File: config.mk
export PLATFORM = sky130hd
export DESIGN_NAME = rect_draw_sched
export DESIGN_NICKNAME = d
export VERILOG_FILES = /design/src/rtl/rect_draw_sched.sv
export SDC_FILE = /design/constraint.sdc
export NUM_CORES = 1
export LEC_CHECK = 0
export CORE_MARGIN = 4
export CORE_UTILIZATION = 30
export DETAILED_ROUTE_END_ITERATION = 12
export RECOVER_POWER = 25
export SYNTH_ARGS = -nofsm -noshare
export SYNTH_HDL_FRONTEND = slang
export SYNTH_SLANG_ARGS = --single-unit
File: constraint.sdc
create_clock -name clk -period 5.85 [get_ports clk]
set_input_delay 0.8775 -clock clk [delete_from_list [all_inputs] [get_ports clk]]
set_output_delay 0.8775 -clock clk [all_outputs]
set_load 0.01 [all_outputs]
File: src/rtl/rect_draw_sched.sv
// Round-robin rectangle-draw scheduler: grants one requester at a time and scans
// its rectangle row-major onto the single VGA pixel port. Optional: RECT_OUTLINE_EN.
module rect_draw_sched #(
  parameter int NUM_REQ  = 4,
  parameter int X_W      = 8,
  parameter int Y_W      = 7,
  parameter int COLOUR_W = 3,
  parameter int SCREEN_W = 160,
  parameter int SCREEN_H = 120
) (
  input  logic                         clk,
  input  logic                         reset,
  input  logic [NUM_REQ-1:0]           req,
  input  logic [NUM_REQ*X_W-1:0]       req_x,
  input  logic [NUM_REQ*Y_W-1:0]       req_y,
  input  logic [NUM_REQ*X_W-1:0]       req_w,
  input  logic [NUM_REQ*Y_W-1:0]       req_h,
  input  logic [NUM_REQ*COLOUR_W-1:0]  req_colour,
`ifdef RECT_OUTLINE_EN
  input  logic [NUM_REQ-1:0]           req_outline,
`endif
  output logic [NUM_REQ-1:0]           gnt,
  output logic [NUM_REQ-1:0]           done,
  output logic                         busy,
  output logic                         plot,
  output logic [X_W-1:0]               vga_x,
  output logic [Y_W-1:0]               vga_y,
  output logic [COLOUR_W-1:0]          vga_colour
);

  localparam int IDX_W = (NUM_REQ > 1) ? $clog2(NUM_REQ) : 1;
  localparam logic [X_W:0] SCR_W = (X_W+1)'(SCREEN_W);
  localparam logic [Y_W:0] SCR_H = (Y_W+1)'(SCREEN_H);

  typedef enum logic [1:0] {IDLE, LATCH, DRAW, DONE} state_t;

  state_t               state_q;
  logic [IDX_W-1:0]     ptr_q, sel_q;
  logic [NUM_REQ-1:0]   gnt_q, done_q;
  logic                 busy_q, plot_q;
  logic [X_W-1:0]       vx_q, x_q, w_q, dx_q;
  logic [Y_W-1:0]       vy_q, y_q, h_q, dy_q;
  logic [COLOUR_W-1:0]  vc_q, col_q;
  logic                 outl_q;

  // Unpacked per-requester views of the packed command buses
  logic [X_W-1:0]      rx [NUM_REQ];
  logic [Y_W-1:0]      ry [NUM_REQ];
  logic [X_W-1:0]      rw [NUM_REQ];
  logic [Y_W-1:0]      rh [NUM_REQ];
  logic [COLOUR_W-1:0] rc [NUM_REQ];
  logic [NUM_REQ-1:0]  ro;

  for (genvar i = 0; i < NUM_REQ; i++) begin : g_unpack
    assign rx[i] = req_x[i*X_W +: X_W];
    assign ry[i] = req_y[i*Y_W +: Y_W];
    assign rw[i] = req_w[i*X_W +: X_W];
    assign rh[i] = req_h[i*Y_W +: Y_W];
    assign rc[i] = req_colour[i*COLOUR_W +: COLOUR_W];
`ifdef RECT_OUTLINE_EN
    assign ro[i] = req_outline[i];
`else
    assign ro[i] = 1'b0;
`endif
  end

  // Round-robin pick: descending scan so the smallest offset from ptr wins
  logic             pick_vld;
  logic [IDX_W-1:0] pick, cand;

  always_comb begin
    pick_vld = 1'b0;
    pick     = '0;
    cand     = '0;
    for (int off = NUM_REQ-1; off >= 0; off--) begin
      cand = IDX_W'((int'(ptr_q) + off) % NUM_REQ);
      if (req[cand]) begin
        pick_vld = 1'b1;
        pick     = cand;
      end
    end
  end

  // Next pixel to present: first pixel when leaving LATCH, else the scan successor
  logic [X_W-1:0]  bx, bw, ndx;
  logic [Y_W-1:0]  by, bh, ndy;
  logic            bo, last, interior, on_scr, pix_on;
  logic [X_W:0]    px;
  logic [Y_W:0]    py;

  always_comb begin
    bx   = (state_q == LATCH) ? rx[sel_q] : x_q;
    by   = (state_q == LATCH) ? ry[sel_q] : y_q;
    bw   = (state_q == LATCH) ? rw[sel_q] : w_q;
    bh   = (state_q == LATCH) ? rh[sel_q] : h_q;
    bo   = (state_q == LATCH) ? ro[sel_q] : outl_q;
    ndx  = '0;
    ndy  = '0;
    last = 1'b0;
    if (state_q == DRAW) begin
      last = (dx_q == w_q - X_W'(1)) && (dy_q == h_q - Y_W'(1));
      if (dx_q == w_q - X_W'(1)) begin
        ndx = '0;
        ndy = dy_q + Y_W'(1);
      end else begin
        ndx = dx_q + X_W'(1);
        ndy = dy_q;
      end
    end
    // One extra bit so coordinates past the field range clip instead of wrapping
    px       = {1'b0, bx} + {1'b0, ndx};
    py       = {1'b0, by} + {1'b0, ndy};
    on_scr   = (px < SCR_W) && (py < SCR_H);
    interior = (ndx != '0) && (ndx != bw - X_W'(1)) &&
               (ndy != '0) && (ndy != bh - Y_W'(1));
    pix_on   = on_scr && !(bo && interior);
  end

  always_ff @(posedge clk or posedge reset) begin
    if (reset) begin
      state_q <= IDLE;
      ptr_q   <= '0;
      sel_q   <= '0;
      gnt_q   <= '0;
      done_q  <= '0;
      busy_q  <= 1'b0;
      plot_q  <= 1'b0;
      vx_q    <= '0;
      vy_q    <= '0;
      vc_q    <= '0;
      x_q     <= '0;
      y_q     <= '0;
      w_q     <= '0;
      h_q     <= '0;
      col_q   <= '0;
      outl_q  <= 1'b0;
      dx_q    <= '0;
      dy_q    <= '0;
    end else begin
      done_q <= '0;
      case (state_q)
        IDLE: begin
          if (pick_vld) begin
            sel_q   <= pick;
            gnt_q   <= NUM_REQ'(1) << pick;
            busy_q  <= 1'b1;
            state_q <= LATCH;
          end
        end
        LATCH: begin
          x_q    <= rx[sel_q];
          y_q    <= ry[sel_q];
          w_q    <= rw[sel_q];
          h_q    <= rh[sel_q];
          col_q  <= rc[sel_q];
          outl_q <= ro[sel_q];
          dx_q   <= '0;
          dy_q   <= '0;
          if (rw[sel_q] == '0 || rh[sel_q] == '0) begin
            done_q  <= gnt_q;
            gnt_q   <= '0;
            state_q <= DONE;
          end else begin
            plot_q  <= pix_on;
            vx_q    <= px[X_W-1:0];
            vy_q    <= py[Y_W-1:0];
            vc_q    <= rc[sel_q];
            state_q <= DRAW;
          end
        end
        DRAW: begin
          if (last) begin
            plot_q  <= 1'b0;
            done_q  <= gnt_q;
            gnt_q   <= '0;
            state_q <= DONE;
          end else begin
            dx_q   <= ndx;
            dy_q   <= ndy;
            plot_q <= pix_on;
            vx_q   <= px[X_W-1:0];
            vy_q   <= py[Y_W-1:0];
            vc_q   <= col_q;
          end
        end
        DONE: begin
          // Served requester drops to lowest priority for the next round
          ptr_q   <= (sel_q == IDX_W'(NUM_REQ-1)) ? '0 : sel_q + IDX_W'(1);
          busy_q  <= 1'b0;
          state_q <= IDLE;
        end
        default: state_q <= IDLE;
      endcase
    end
  end

  assign gnt        = gnt_q;
  assign done       = done_q;
  assign busy       = busy_q;
  assign plot       = plot_q;
  assign vga_x      = vx_q;
  assign vga_y      = vy_q;
  assign vga_colour = vc_q;

endmodule
==> results.txt <==
Area overhead of the layout relative to synthesis: 33.3%
Congestion Overflow GR: 0
Post-Synthesis Cells: 668
Area of the mapped netlist: 6620 sq um
Fin. Hold Viols: 0
Power density over the cells: 496 nW/um^2
ANT cells: 0
Routed Antenna Nets: 0
Startpoint types: register
Hold Crit Class: register to register
Nets: 983
# fillers: 2201
Commonest non-fill, non-tap cell in the layout: clkdlybuf4s50_1
Initial antenna violation count: 0
Skew final: 0.00795 ns
Placer Congestion: 0.839
Drt first pass iters: 4
Largest net degree at the start of global routing: 48
TNS Setup: 0 ns
Seq cells post-synth: 83
Synthesis warning total: 0
Slew Limit Fails: 48
Clock-pin slew on the worst setup and hold paths: 0.07 ns
# Post-CTS Setup Buffers: 0
LEAKAGE: 3.59 nW
Overall routing resource usage: 15.6%
Row cnt: 54
Bufs on Longest Clock Path: 2
Cts hold-fix bufs: 0
Worst Tran Pin Value: 2.11 ns
Clock buffer count from CTS: 9
CP Max Fanout: 11
Max-slew headroom: -41.6%
Max-cap violation count: 1
Clock sink count: 83
DRT iter0 DRCs: 423
# H-tree levels: 3
Io pins: 166
Vias in the first global route: 5739
Fin crit period: 4.78 ns
Synth Flop Type: dfrtp_1
Worst VDD drop: 0.248 mV
Post-synth EDFFs: 0
Most frequent cells in the layout: clkdlybuf4s50_1, dfrtp_1, nand2_1, xnor2_1, inv_1
Ys async rst share: 100%
First-pass GRT wire length: 30300 um
Final period util: 81.7%
Die width: 157 um
# DRC: 0
Synthesized net count: 831
Layout cells sized above 1: 13.6%
RSZ-0062 raised after global routing: no
Endpoint type of the worst setup path: register
Dpl hpwl: 15400 um
Initial Util: 30.4%
Post-cts resize count: 0
Post-synthesis cell type count: 72
Routed vias: 5669
Seq/Total Area, Yosys: 31.4%
Drt wl/cell: 17.3 um
Final Non-Filler Cells: 1105
Cell count after placement: 1089
CP Class: register to register
Avg Cell Area, Syn: 9.92 sq um
# setup viols final: 0
# port buffers: 165
CTS tree: yes
Drt total wl: 19100 um
Core Area: 21800 sq um
DIE HEIGHT: 157 um
Failing checks: capacitance limit, slew limit
WP data required: 6.09 ns
F_max: 209 MHz
DIE AREA: 24500 sq um
Worst path arrival time: 5.01 ns
Clock Tree Root: clkbuf_16
Vias/cell: 5.13
Status: finished with violations
Clock Latency Late Sink: 0.35 ns
Post-layout total power: 4.38 mW
[registers in the layout (all words and copies together) (netlist names), 7 cells and up]
name	cells
dx_q	8
dy_q	7
h_q	7
vga_x	8
vga_y	7
w_q	8
x_q	8
y_q	7
[through the flow]
step                      util (%)  worst slack (ns)  hold WS, ns  cell area (sq um)
final                         40.6              1.07        0.479               8830
after global placement        39.2              1.23        0.464               8530
after CTS                     40.6              1.09        0.485               8830
after global routing          40.6             0.583        0.517               8830
after detailed placement      39.2              1.11        0.470               8530
after floorplan                  -              1.48        0.456               6620
[worst max-delay path, cell delays in order, from the launching register on]
cell	delay, ns
dfrtp_1	0.46
or3_4	0.42
o31a_1	0.30
nor4_2	0.58
o211a_1	0.52
xnor2_1	0.14
nor2_2	0.16
ha_1	0.19
inv_1	0.06
fa_1	0.39
inv_1	0.13
nand2b_1	0.06
a2111oi_0	0.36
a221o_2	0.19
o31ai_2	0.07
o21bai_1	0.14
a21oi_1	0.09
xnor2_1	0.14
mux2_2	0.26
[layout make-up]
class                           count  area [sq um]  area share (%)
Multi-Input combinational cell    511          4220            47.7
Sequential cell                    83          2080            23.5
Timing Repair Buffer              176          1730            19.6
Tap cell                          280           350            3.97
Clock buffer                       11           243            2.75
Inverter                           39           148            1.67
Clock inverter                      5          61.3           0.694
[synth_stat cells (3+ instances only)]
cell       count  share of area [%]
a211oi_1       6               0.68
a21o_1         6               0.68
a21oi_1       20                1.5
a311oi_1       4               0.53
a31oi_1        9               0.85
and3_1        11                1.0
buf_1          3               0.17
buf_2         11               0.83
buf_6          3               0.51
clkbuf_1      15               0.85
dfrtp_1       83                 31
ha_1          24                4.5
inv_1         38                2.2
mux2_2        31                5.3
mux2i_1       29                4.4
mux4_2        33                 11
nand2_1       66                3.7
nand2b_1      10               0.94
nand3_1       17                1.3
nand4_1        3               0.28
nor2_1        32                1.8
nor2b_1        6               0.57
nor3_1        18                1.4
nor3b_1        3               0.34
nor4_1         6               0.57
o2111ai_1      4               0.53
o211a_1        6               0.91
o211ai_1      10                1.1
o21ai_0       29                2.2
o21ai_1        3               0.23
o22ai_1        5               0.47
o31ai_1       10                1.1
or4_1          3               0.34
xnor2_1       45                6.0
xor2_1        17                2.2
[power breakdown]
| group | switching [mW] | internal [mW] | leakage (nW) |
|---|---|---|---|
| registers | 0.249 | 0.816 | 1.03 |
| logic | 1.43 | 1.29 | 2.42 |
| clock network | 0.253 | 0.344 | 0.138 |
[logic make-up (layout without fill, tap and decap cells)]
family / after synthesis / in the layout / share of synthesized area (%)
simple gates: 190 / 190 / 14.4
compound gates: 140 / 140 / 15.1
mux: 94 / 94 / 21.1
flops: 83 / 83 / 31.4
buf+inv: 74 / 231 / 5.02
xor+xnor: 62 / 62 / 8.20
fa+ha+maj: 25 / 25 / 4.84
[metal layers]
layer,vias up,part of all wire (%),GRT usage (%)
li1,2785,-,-
met1,2774,42,20.0
met2,89,53,27.7
met3,21,3.2,2.54
met4,0,1.6,3.72
met5,-,0,0
[final timing paths]
kind / startpoint / to / slack, ns / depth (start not counted)
max in group asynchronous: reset / sel_q[1]$_DFFE_PP0P_ / 3.00 / 3
hold / removal: vga_x[7]$_DFFE_PP0P_ / vga_x[7]$_DFFE_PP0P_ / 0.48 / 2
hold reg to reg: vga_x[7]$_DFFE_PP0P_ / vga_x[7]$_DFFE_PP0P_ / 0.48 / 2
min in group asynchronous: reset / vga_x[5]$_DFFE_PP0P_ / 1.53 / 2
setup / recovery: w_q[2]$_DFF_PP0_ / vga_y[6]$_DFFE_PP0P_ / 1.07 / 18
setup reg to reg: w_q[2]$_DFF_PP0_ / vga_y[6]$_DFFE_PP0P_ / 1.07 / 18
(Power assumes the default switching activity.)
